$ cat src/rtl/range_tx_if.sv
// Range readback bus: captured range results in, framed serial line and FIFO status out.
interface range_tx_if #(
  parameter int unsigned WIDTH = 10,
  parameter int unsigned DEPTH = 4
);
  localparam int unsigned CW = $clog2(DEPTH + 1);

  logic [WIDTH-1:0] range_in;
  logic             error_in;
  logic             capture;
  logic             tx_en;
  logic             tx_out;
  logic             busy;
  logic [CW-1:0]    count;
  logic             fifo_full;
  logic             overflow;

  // Drives range results and transmit permission; observes the serial line and status.
  modport master (
    output range_in, error_in, capture, tx_en,
    input  tx_out, busy, count, fifo_full, overflow
  );

  // The transmitter side.
  modport slave (
    input  range_in, error_in, capture, tx_en,
    output tx_out, busy, count, fifo_full, overflow
  );
endinterface

$ cat src/rtl/range_tx.sv
// Captures finished range results into a small FIFO and sends each one as a serial frame:
// start(0), WIDTH data bits LSB first, error bit, even parity bit, stop(1).
module range_tx #(
  parameter int unsigned WIDTH        = 10,
  parameter int unsigned DEPTH        = 4,
  parameter int unsigned CLKS_PER_BIT = 4
) (
  input  logic       clock,
  input  logic       reset,
  range_tx_if.slave  bus
);

  localparam int unsigned PW = (DEPTH > 1) ? $clog2(DEPTH) : 1;
  localparam int unsigned CW = $clog2(DEPTH + 1);
  localparam int unsigned BW = (CLKS_PER_BIT > 1) ? $clog2(CLKS_PER_BIT) : 1;
  localparam int unsigned IW = (WIDTH > 1) ? $clog2(WIDTH) : 1;

  localparam logic [CW-1:0] COUNT_FULL = CW'(DEPTH);
  localparam logic [BW-1:0] BIT_LAST   = BW'(CLKS_PER_BIT - 1);
  localparam logic [IW-1:0] IDX_LAST   = IW'(WIDTH - 1);

  typedef enum logic [2:0] {
    StIdle,
    StStart,
    StData,
    StErr,
    StParity,
    StStop
  } state_e;

  state_e           r_state;
  state_e           w_state_next;

  logic [WIDTH:0]   r_mem [DEPTH];
  logic [PW-1:0]    r_wptr;
  logic [PW-1:0]    r_rptr;
  logic [CW-1:0]    r_count;
  logic             r_overflow;
  logic             r_capture_q;

  logic [WIDTH-1:0] r_data;
  logic             r_err;
  logic             r_par;
  logic [BW-1:0]    r_bit_cnt;
  logic [IW-1:0]    r_idx;

  logic             w_push;
  logic             w_pop;
  logic             w_accept;
  logic             w_full;
  logic             w_bit_done;
  logic             w_can_start;
  logic [WIDTH:0]   w_head;

  assign w_push      = bus.capture & ~r_capture_q;
  assign w_full      = (r_count == COUNT_FULL);
  // A push into a full FIFO still lands if the head is leaving in the same cycle.
  assign w_accept    = w_push & (~w_full | w_pop);
  assign w_bit_done  = (r_bit_cnt == BIT_LAST);
  assign w_can_start = (r_count != '0) & bus.tx_en;
  assign w_head      = r_mem[r_rptr];

  assign bus.busy      = (r_state != StIdle);
  assign bus.count     = r_count;
  assign bus.fifo_full = w_full;
  assign bus.overflow  = r_overflow;

  // Frame sequencing; popping the FIFO is tied to leaving IDLE or chaining out of STOP.
  always_comb begin
    w_state_next = r_state;
    w_pop        = 1'b0;
    unique case (r_state)
      StIdle: begin
        if (w_can_start) begin
          w_state_next = StStart;
          w_pop        = 1'b1;
        end
      end
      StStart:  if (w_bit_done) w_state_next = StData;
      StData:   if (w_bit_done && (r_idx == IDX_LAST)) w_state_next = StErr;
      StErr:    if (w_bit_done) w_state_next = StParity;
      StParity: if (w_bit_done) w_state_next = StStop;
      StStop: begin
        if (w_bit_done) begin
          if (w_can_start) begin
            w_state_next = StStart;
            w_pop        = 1'b1;
          end else begin
            w_state_next = StIdle;
          end
        end
      end
      default:  w_state_next = StIdle;
    endcase
  end

  // Serial line value decoded from the current state; idles high.
  always_comb begin
    bus.tx_out = 1'b1;
    unique case (r_state)
      StStart:  bus.tx_out = 1'b0;
      StData:   bus.tx_out = r_data[0];
      StErr:    bus.tx_out = r_err;
      StParity: bus.tx_out = r_par;
      default:  bus.tx_out = 1'b1;
    endcase
  end

  // State register plus bit-time and bit-index counters, cleared on every state entry.
  always_ff @(posedge clock or posedge reset) begin
    if (reset) begin
      r_state   <= StIdle;
      r_bit_cnt <= '0;
      r_idx     <= '0;
    end else begin
      r_state <= w_state_next;
      // Every non-IDLE transition happens on a bit-done cycle, so this also covers entry.
      if ((r_state == StIdle) || w_bit_done) begin
        r_bit_cnt <= '0;
      end else begin
        r_bit_cnt <= r_bit_cnt + BW'(1);
      end
      if ((w_state_next != StData) || (r_state != StData)) begin
        r_idx <= '0;
      end else if (w_bit_done) begin
        r_idx <= r_idx + IW'(1);
      end
    end
  end

  // Shift register: loaded from the FIFO head on pop, shifted after each data bit.
  always_ff @(posedge clock or posedge reset) begin
    if (reset) begin
      r_data <= '0;
      r_err  <= 1'b0;
      r_par  <= 1'b0;
    end else if (w_pop) begin
      r_data <= w_head[WIDTH-1:0];
      r_err  <= w_head[WIDTH];
      r_par  <= ^w_head;
    end else if ((r_state == StData) && w_bit_done) begin
      r_data <= r_data >> 1;
    end
  end

  // FIFO bookkeeping: capture edge detect, pointers, occupancy and sticky overflow.
  always_ff @(posedge clock or posedge reset) begin
    if (reset) begin
      r_capture_q <= 1'b0;
      r_wptr      <= '0;
      r_rptr      <= '0;
      r_count     <= '0;
      r_overflow  <= 1'b0;
    end else begin
      r_capture_q <= bus.capture;
      if (w_accept) r_wptr <= r_wptr + PW'(1);
      if (w_pop)    r_rptr <= r_rptr + PW'(1);
      unique case ({w_accept, w_pop})
        2'b10:   r_count <= r_count + CW'(1);
        2'b01:   r_count <= r_count - CW'(1);
        default: r_count <= r_count;
      endcase
      if (w_push && w_full && !w_pop) r_overflow <= 1'b1;
    end
  end

  // FIFO storage; contents need no reset since occupancy gates every read.
  always_ff @(posedge clock) begin
    if (w_accept) r_mem[r_wptr] <= {bus.error_in, bus.range_in};
  end

endmodule

$ cat src/flat_wrapper.sv
// flat-port wrapper written by rule: the top's interface ports become plain ports
module range_tx_flat 
#(
  parameter int unsigned WIDTH        = 10,
  parameter int unsigned DEPTH        = 4,
  parameter int unsigned CLKS_PER_BIT = 4
)
  (clock, reset, bus_range_in, bus_error_in, bus_capture, bus_tx_en, bus_tx_out, bus_busy, bus_count, bus_fifo_full, bus_overflow);
  range_tx_if #(.WIDTH(WIDTH), .DEPTH(DEPTH)) bus_i ();
  input  logic clock;
  input  logic reset;
  input wire logic [$bits(bus_i.range_in)-1:0] bus_range_in;
  input wire logic [$bits(bus_i.error_in)-1:0] bus_error_in;
  input wire logic [$bits(bus_i.capture)-1:0] bus_capture;
  input wire logic [$bits(bus_i.tx_en)-1:0] bus_tx_en;
  output wire logic [$bits(bus_i.tx_out)-1:0] bus_tx_out;
  output wire logic [$bits(bus_i.busy)-1:0] bus_busy;
  output wire logic [$bits(bus_i.count)-1:0] bus_count;
  output wire logic [$bits(bus_i.fifo_full)-1:0] bus_fifo_full;
  output wire logic [$bits(bus_i.overflow)-1:0] bus_overflow;
  assign bus_i.range_in = bus_range_in;
  assign bus_i.error_in = bus_error_in;
  assign bus_i.capture = bus_capture;
  assign bus_i.tx_en = bus_tx_en;
  assign bus_tx_out = bus_i.tx_out;
  assign bus_busy = bus_i.busy;
  assign bus_count = bus_i.count;
  assign bus_fifo_full = bus_i.fifo_full;
  assign bus_overflow = bus_i.overflow;
  range_tx #(.WIDTH(WIDTH), .DEPTH(DEPTH), .CLKS_PER_BIT(CLKS_PER_BIT)) u_core (.clock(clock), .reset(reset), .bus(bus_i));
endmodule
$ cat config.mk
export PLATFORM = sky130hd
export DESIGN_NAME = range_tx_flat
export DESIGN_NICKNAME = d
export VERILOG_FILES = /design/src/rtl/range_tx_if.sv /design/src/rtl/range_tx.sv /design/src/flat_wrapper.sv
export SDC_FILE = /design/constraint.sdc
export NUM_CORES = 1
export LEC_CHECK = 0
export BUFFER_PORTS_ARGS = -buffer_cell sky130_fd_sc_hd__buf_2
export CAP_MARGIN = 15
export CORE_MARGIN = 2
export CORE_UTILIZATION = 50
export DETAILED_ROUTE_END_ITERATION = 8
export PLACE_DENSITY = 0.68
export SETUP_SLACK_MARGIN = 0.05
export SYNTH_ARGS = -nofsm -noshare
export SYNTH_HDL_FRONTEND = slang
export SYNTH_SLANG_ARGS = --single-unit
$ cat constraint.sdc
create_clock -name clock -period 3 [get_ports clock]
set_clock_uncertainty 0.05 [all_clocks]
set_input_delay 0.15 -clock clock [delete_from_list [all_inputs] [get_ports clock]]
set_output_delay 0.15 -clock clock [all_outputs]
set_load 0.02 [all_outputs]
==> summary.md, run 1 <==
| Metric | Value |
|---|---|
| Status | finished clean |
| DR pass1 iterations | 5 |
| Drt initial violations | 69 |
| Actual slew at the worst max-slew pin | 0.721 ns |
| Unique masters post-synth | 40 |
| Commonest non-fill, non-tap cell in the layout | edfxtp_1 |
| First-pass GRT wire length | 8970 um |
| Worst path arrival time | 2.72 ns |
| Diodes inserted | 0 |
| Headroom to the max-slew limit | 0.519 |
| RSZ-0062 raised after global routing | no |
| Largest net degree at the start of global routing | 24 |
| Reg2Reg Launch Point | u_core.r_rptr[0] |
| Die Ht | 84.3 um |
| IO Count | 22 |
| Dpl cell area | 0.00346 sq mm |
| Hold Startpoint | bus_tx_en |
| Drt wl/cell | 15.1 um |
| GPL Wtd Cong | 0.734 |
| Final setup TNS | 0 ns |
| Seq/Total Area, Yosys | 0.643 |
| Clk slew on worst S/H paths | 0.08 ns |
| Setup CP Type | register to register |
| Power per cell area | 661 mW/mm^2 |
| Req. time, crit path | 3.18 ns |
| YS warnings | 0 |
| NumNets Final | 286 |
| Clock power frac | 0.373 |
| Top cell family by delay on the critical path | multiplexers |
| Initial antenna violation count | 0 |
| Die area | 0.00711 sq mm |
| Stages on worst setup path | 6 |
| Area of the core | 0.00628 sq mm |
| Post-synth EDFFs | 44 |
| CTS Buf Count | 9 |
| Post-route cell area | 0.00384 sq mm |
| Crit-path max FO | 8 |
| Leakage | 1.51 nW |
| Via Count | 1,768 |
| Via/cell ratio | 5.14 |
| CP startpoint | u_core.r_rptr[0] |
| Int Pwr | 1.91 mW |
| CP bufs+invs | 1 |
| Later-pin clock latency in the skew report | 0.34 ns |
| Die X | 84.3 um |
| Setup crit start kind | register |
| Post-DP HPWL | 3440 um |
| Upper clock frequency limit | 0.395 GHz |
| CTS sink count | 74 |
| NetSw | 0.626 mW |
| CP max-delay cell | dfrtp_1 |
| Residual DRC count | 0 |
| Most frequent cells in the layout | edfxtp_1, dfrtp_1, buf_2 |
| Ys async rst share | 0.405 |
| Final max-slew violation count | 0 |
| Initial Utilization | 0.514 |
| Syn_area_per_cell | 14.9 sq um |
| Port Buf Inserts | 21 |
| Slowest stage delay, CP | 0.60 ns |
| DRT Wirelength | 5190 um |
| Worst reg-to-reg path cell count | 6 |
| Depth of the worst hold-timing path | 4 |
| CTS Root Cell | clkbuf_8 |
| Clock buffer depth | 2 |
| Max Cap Viol | 0 |
| Syn Nets | 240 |
| Post-CTS Repair Setup Buffers | 0 |
| Commonest register cell after synthesis | edfxtp_1 |
| Peak VDD IR | 0.479 mV |
| Most used cell, CP | xnor2_1 |
| GRT Overall Usage | 0.167 |
| Row Count | 29 |
| Global route overflow | 0 |
| Final worst path period need | 2.53 ns |
| Seq cells post-synth | 74 |
| Flop pwr share | 0.488 |
| TritonCTS clock tree | done |
| Sw Ratio | 0.247 |
| Final hold vios | 0 |
| Comb power frac | 0.139 |
| Post-Syn Area | 0.00322 sq mm |
| CTS H-tree depth | 3 |
| Synth Instances | 216 |
| Final Setup Violations | 0 |
| Critical Path End Type | register |
| Vias in the first global route | 1,808 |
| Area growth syn-to-layout | 19.0% |
| Worst Hold Class | input port to register |
| Tcrit/Tclk final | 0.845 |
| DRT antenna net count | 0 |
| CP cell instances | buf_4 > mux4_2 > xnor2_1 > xnor2_1 > xnor3_1 > mux2_4 |
| Share of layout cells above drive strength 1 | 0.202 |
==> power by group through the flow <==
| stage | Clock (mW) | Combinational [mW] | Sequential [mW] |
|---|---|---|---|
| after floorplan | 0 | 0.206 | 1.28 |
| after global placement | 0 | 0.341 | 1.26 |
| after detailed placement | 0 | 0.346 | 1.26 |
| after CTS | 0.965 | 0.360 | 1.24 |
| after global routing | 1.01 | 0.396 | 1.25 |
| final | 0.945 | 0.353 | 1.24 |
==> kinds of logic after synthesis <==
| kind of cell | count (synthesis) | share of synthesized area |
|---|---|---|
| xor+xnor | 19 | 0.0559 |
| flops | 74 | 0.643 |
| compound gates | 22 | 0.0419 |
| buf+inv | 23 | 0.0295 |
| simple gates | 47 | 0.0714 |
| fa+ha+maj | 9 | 0.0373 |
| mux | 22 | 0.121 |
==> stage by stage <==
step	instances	setup WS, ns	util	total power [mW]	hold slack, ns
6_report	344	0.465	0.611	2.54	0.302
5_1_grt	344	0.299	0.611	2.65	0.339
4_1_cts	344	0.447	0.611	2.56	0.282
3_5_place_dp	315	0.460	0.551	1.61	0.247
3_3_place_gp	315	0.502	0.551	1.60	0.245
2_1_floorplan	216	0.322	-	1.49	0.131
==> worst reg2reg max path: stages, from the launching register on <==
cell	delay, ns
dfrtp_1	0.60
buf_4	0.25
mux4_2	0.54
xnor2_1	0.16
xnor2_1	0.22
xnor3_1	0.35
mux2_4	0.26
==> sequential cells by signal, indices dropped and copies added (netlist names) <==
register / flops
u_core.r_bit_cnt: 2
u_core.r_wptr: 2
u_core.r_par: 1
u_core.r_err: 1
u_core.bus.overflow: 1
u_core.r_rptr: 2
u_core.bus.count: 3
u_core.r_mem: 44
u_core.r_data: 10
u_core.r_capture_q: 1
u_core.r_state: 3
u_core.r_idx: 4
==> path summary, 6_finish.rpt <==
path | end | slack, ns
worst max-delay path | u_core.r_par | 0.47
worst min-delay path | u_core.r_rptr[0] | 0.30
worst max register to register | u_core.r_par | 0.47
worst min register to register | u_core.r_bit_cnt[0] | 0.40
max in group asynchronous | u_core.r_data[8] | 1.85
min in group asynchronous | u_core.bus.overflow | 0.41
==> cells in the mapped netlist (2+ instances only) <==
cell / n / area (sq um)
edfxtp_1: 44 / 1320
and2_1: 4 / 25.0
and3_1: 2 / 12.5
nor2b_1: 3 / 18.8
xnor2_1: 12 / 105
ha_1: 8 / 100
nor3_1: 4 / 20.0
mux2_2: 2 / 22.5
clkbuf_1: 6 / 22.5
mux2i_1: 8 / 80.1
dfrtp_1: 30 / 751
mux4_2: 4 / 90.1
o21ai_0: 10 / 50.1
nor2_1: 11 / 41.3
nand2_1: 15 / 56.3
mux4_1: 7 / 184
inv_1: 14 / 52.6
a21oi_1: 4 / 20.0
xor2_1: 6 / 52.6
o31ai_1: 2 / 15.0
==> routing by layer <==
layer / vias to the layer above / track usage / part of all wire
li1: 875 / - / -
met1: 861 / 0.227 / 0.47
met2: 28 / 0.253 / 0.49
met3: 4 / 0.0482 / 0.034
met4: 0 / 0.0733 / 0.0085
met5: - / 0 / 0
==> area by class of cell <==
cell class                      count  area (sq um)
Clock buffer                        9           124
Clock inverter                      7           125
Fill cell                         471          2440
Inverter                           14          52.6
Multi-Input combinational cell    119          1060
Sequential cell                    74          2070
Tap cell                           77          96.3
Timing Repair Buffer               44           310
==> what timing repair did <==
action	CTS	global route
gates resized for setup	0	0
hold buffers	13	0
hold endpoints to repair	63	0
No activity file was read; power rests on OpenSTA's default activity.
==> run 2, diff against run 1 <==
clock period = 2.6 ns   (was 3 ns; I/O delays follow)
==> run 2 against run 1 <==
Global-route usage fell by 1.2 points; routed wire length fell by 2.0%; non-clock buffer count rose by 4; combinational power rose by 18%; sequential share of layout area rose by 0.43 points; sequential power rose by 15%; core utilization fell by 0.48 points; clock power fell by 12%; setup slack got worse by 0.29 ns; sequential cell count did not move.
==> summary.md, run 2 (same netlist as run 1, synthesis figures left out) <==
| Metric | Value |
|---|---|
| Max Cap Viol | 0 |
| Diodes inserted | 0 |
| CP bufs+invs | 1 |
| Vias in the first global route | 1,753 |
| IO Count | 22 |
| Most used cell, CP | xnor2_1 |
| Commonest non-fill, non-tap cell in the layout | edfxtp_1 |
| Critical Path End Type | register |
| Post-DP HPWL | 3490 um |
| Die X | 84.3 um |
| Largest net degree at the start of global routing | 31 |
| Area of the core | 0.00628 sq mm |
| Largest regs | u_core.r_mem: 44 flops, u_core.r_data: 10 flops, u_core.r_idx: 4 flops |
| Peak VDD IR | 0.395 mV |
| Crit-path max FO | 8 |
| CP max-delay cell | mux4_2 |
| Dpl cells | 319 |
| Via Count | 1,789 |
| Final worst path period need | 2.42 ns |
| CP cell instances | buf_4 > mux4_2 > xnor2_1 > xnor2_1 > xnor3_1 > mux2_4 |
| Die area | 0.00711 sq mm |
| Final hold vios | 0 |
| Worst reg-to-reg setup slack | 0.18 ns |
| Req. time, crit path | 2.77 ns |
| Hold Startpoint | bus_tx_en |
| Min Hold Slack | 0.232 ns |
| NumNets Final | 290 |
| Via/cell ratio | 5.16 |
| DRT antenna net count | 0 |
| Fillers | 487 |
| Initial Utilization | 0.514 |
| Area taken by flip-flops and latches | 0.00207 sq mm |
| Slowest stage delay, CP | 0.55 ns |
| Row Count | 29 |
| Global route overflow | 0 |
| Reg2Reg Launch Point | u_core.r_rptr[0] |
| Upper clock frequency limit | 0.412 GHz |
| RSZ-0062 raised after global routing | no |
| CTS H-tree depth | 3 |
| Final max-slew violation count | 0 |
| Final Setup Violations | 0 |
| Initial antenna violation count | 0 |
| Most frequent cells in the layout | edfxtp_1, dfrtp_1, buf_2 |
| Setup CP Type | register to register |
| DR pass1 iterations | 4 |
| Hold EP | u_core.r_rptr[0] |
| Later-pin clock latency in the skew report | 0.34 ns |
| First-pass GRT wire length | 8430 um |
| Worst Hold Class | input port to register |
| Setup crit start kind | register |
| Headroom to the max-slew limit | 0.694 |
| Reg with most FFs | u_core.r_mem |
| Power per cell area | 704 mW/mm^2 |
| Leakage | 1.50 nW |
| Footprint of the multi-input gates | 0.00106 sq mm |
| CTS Root Cell | clkbuf_8 |
| Clk slew on worst S/H paths | 0.07 ns |
| Drt wl/cell | 14.7 um |
| Share of layout cells above drive strength 1 | 0.215 |
| Status | finished clean |
| TritonCTS clock tree | done |
| GPL Wtd Cong | 0.765 |
| Final setup TNS | 0 ns |
| CTS sink count | 74 |
| Actual slew at the worst max-slew pin | 0.459 ns |
| CTS Buf Count | 9 |
| Port Buf Inserts | 21 |
| R2r endpoint | u_core.r_par |
| Fin worst setup slack | 0.176 ns |
| Tcrit/Tclk final | 0.932 |
| Worst reg-to-reg path cell count | 6 |
| Clock buffer depth | 2 |
| Die Ht | 84.3 um |
| Post-CTS Repair Setup Buffers | 0 |
| Residual DRC count | 0 |
| Worst path arrival time | 2.60 ns |
| GRT Overall Usage | 0.155 |
| Final cell count without fillers | 347 |
| Max reg flops | 44 |
| Area growth syn-to-layout | 18.1% |
| Drt initial violations | 79 |
| DRT Wirelength | 5090 um |
| Worst slack, placed | 0.153 ns |
| Top cell family by delay on the critical path | multiplexers |
| Depth of the worst hold-timing path | 4 |
## run 2: timing repair
action	4_1_cts	5_1_grt
hold buffers	13	0
endpoints found under the hold margin	75	0
gates resized for setup	0	1
endpoints found under the setup margin	0	1
## run 2: layout make-up
cell class,count,share of cell area
clock inverters,5,0.0148
multi-input cells,119,0.279
well taps,77,0.0253
clock buffers,10,0.0335
repair buffers,48,0.0894
inverters,14,0.0138
flip-flops and latches,74,0.544
## run 2: power by group
part	switching, mW	internal [mW]	leakage (nW)	total [mW]
Combinational	0.228	0.189	0.611	0.417
Clock	0.395	0.436	0.0921	0.831
Sequential	0.0572	1.37	0.792	1.43
## run 2: routing by layer
metal | GRT usage | up-vias | share of wire
met4 | 0.0660 | 0 | 0.013
met1 | 0.213 | 872 | 0.49
met2 | 0.237 | 23 | 0.47
li1 | - | 887 | -
met3 | 0.0423 | 7 | 0.033
met5 | 0 | - | 0
## run 2: worst max path at each step
| stage | startpoint | endpoint | slack [ns] | cells past startpoint |
|---|---|---|---|---|
| 6_report | u_core.r_rptr[0] | u_core.r_par | 0.18 | 6 |
| 5_1_grt | u_core.r_rptr[0] | u_core.r_par | 0.06 | 6 |
| 4_1_cts | u_core.bus.count[2] | u_core.bus.count[2] | 0.13 | 10 |
| 3_5_place_dp | u_core.bus.count[2] | u_core.bus.count[2] | 0.15 | 10 |
| 3_3_place_gp | u_core.bus.count[2] | u_core.bus.count[2] | 0.21 | 10 |
| 2_1_floorplan | u_core.r_state[2] | u_core.bus.count[2] | 0.08 | 12 |
## run 2: stage by stage
step                total power, mW  instance area [sq um]  utilization
CTS                            2.71                   3800        0.606
floorplan                      1.72                   3230            -
global placement               1.85                   3490        0.556
finish                         2.68                   3810        0.607
global route                   2.82                   3810        0.607
detailed placement             1.87                   3490        0.556
## run 2: tightest hold or removal path, stage by stage
cell	delay (ns)
buf_2	0.09
o31ai_1	0.09
or3_4	0.17
xnor2_1	0.08
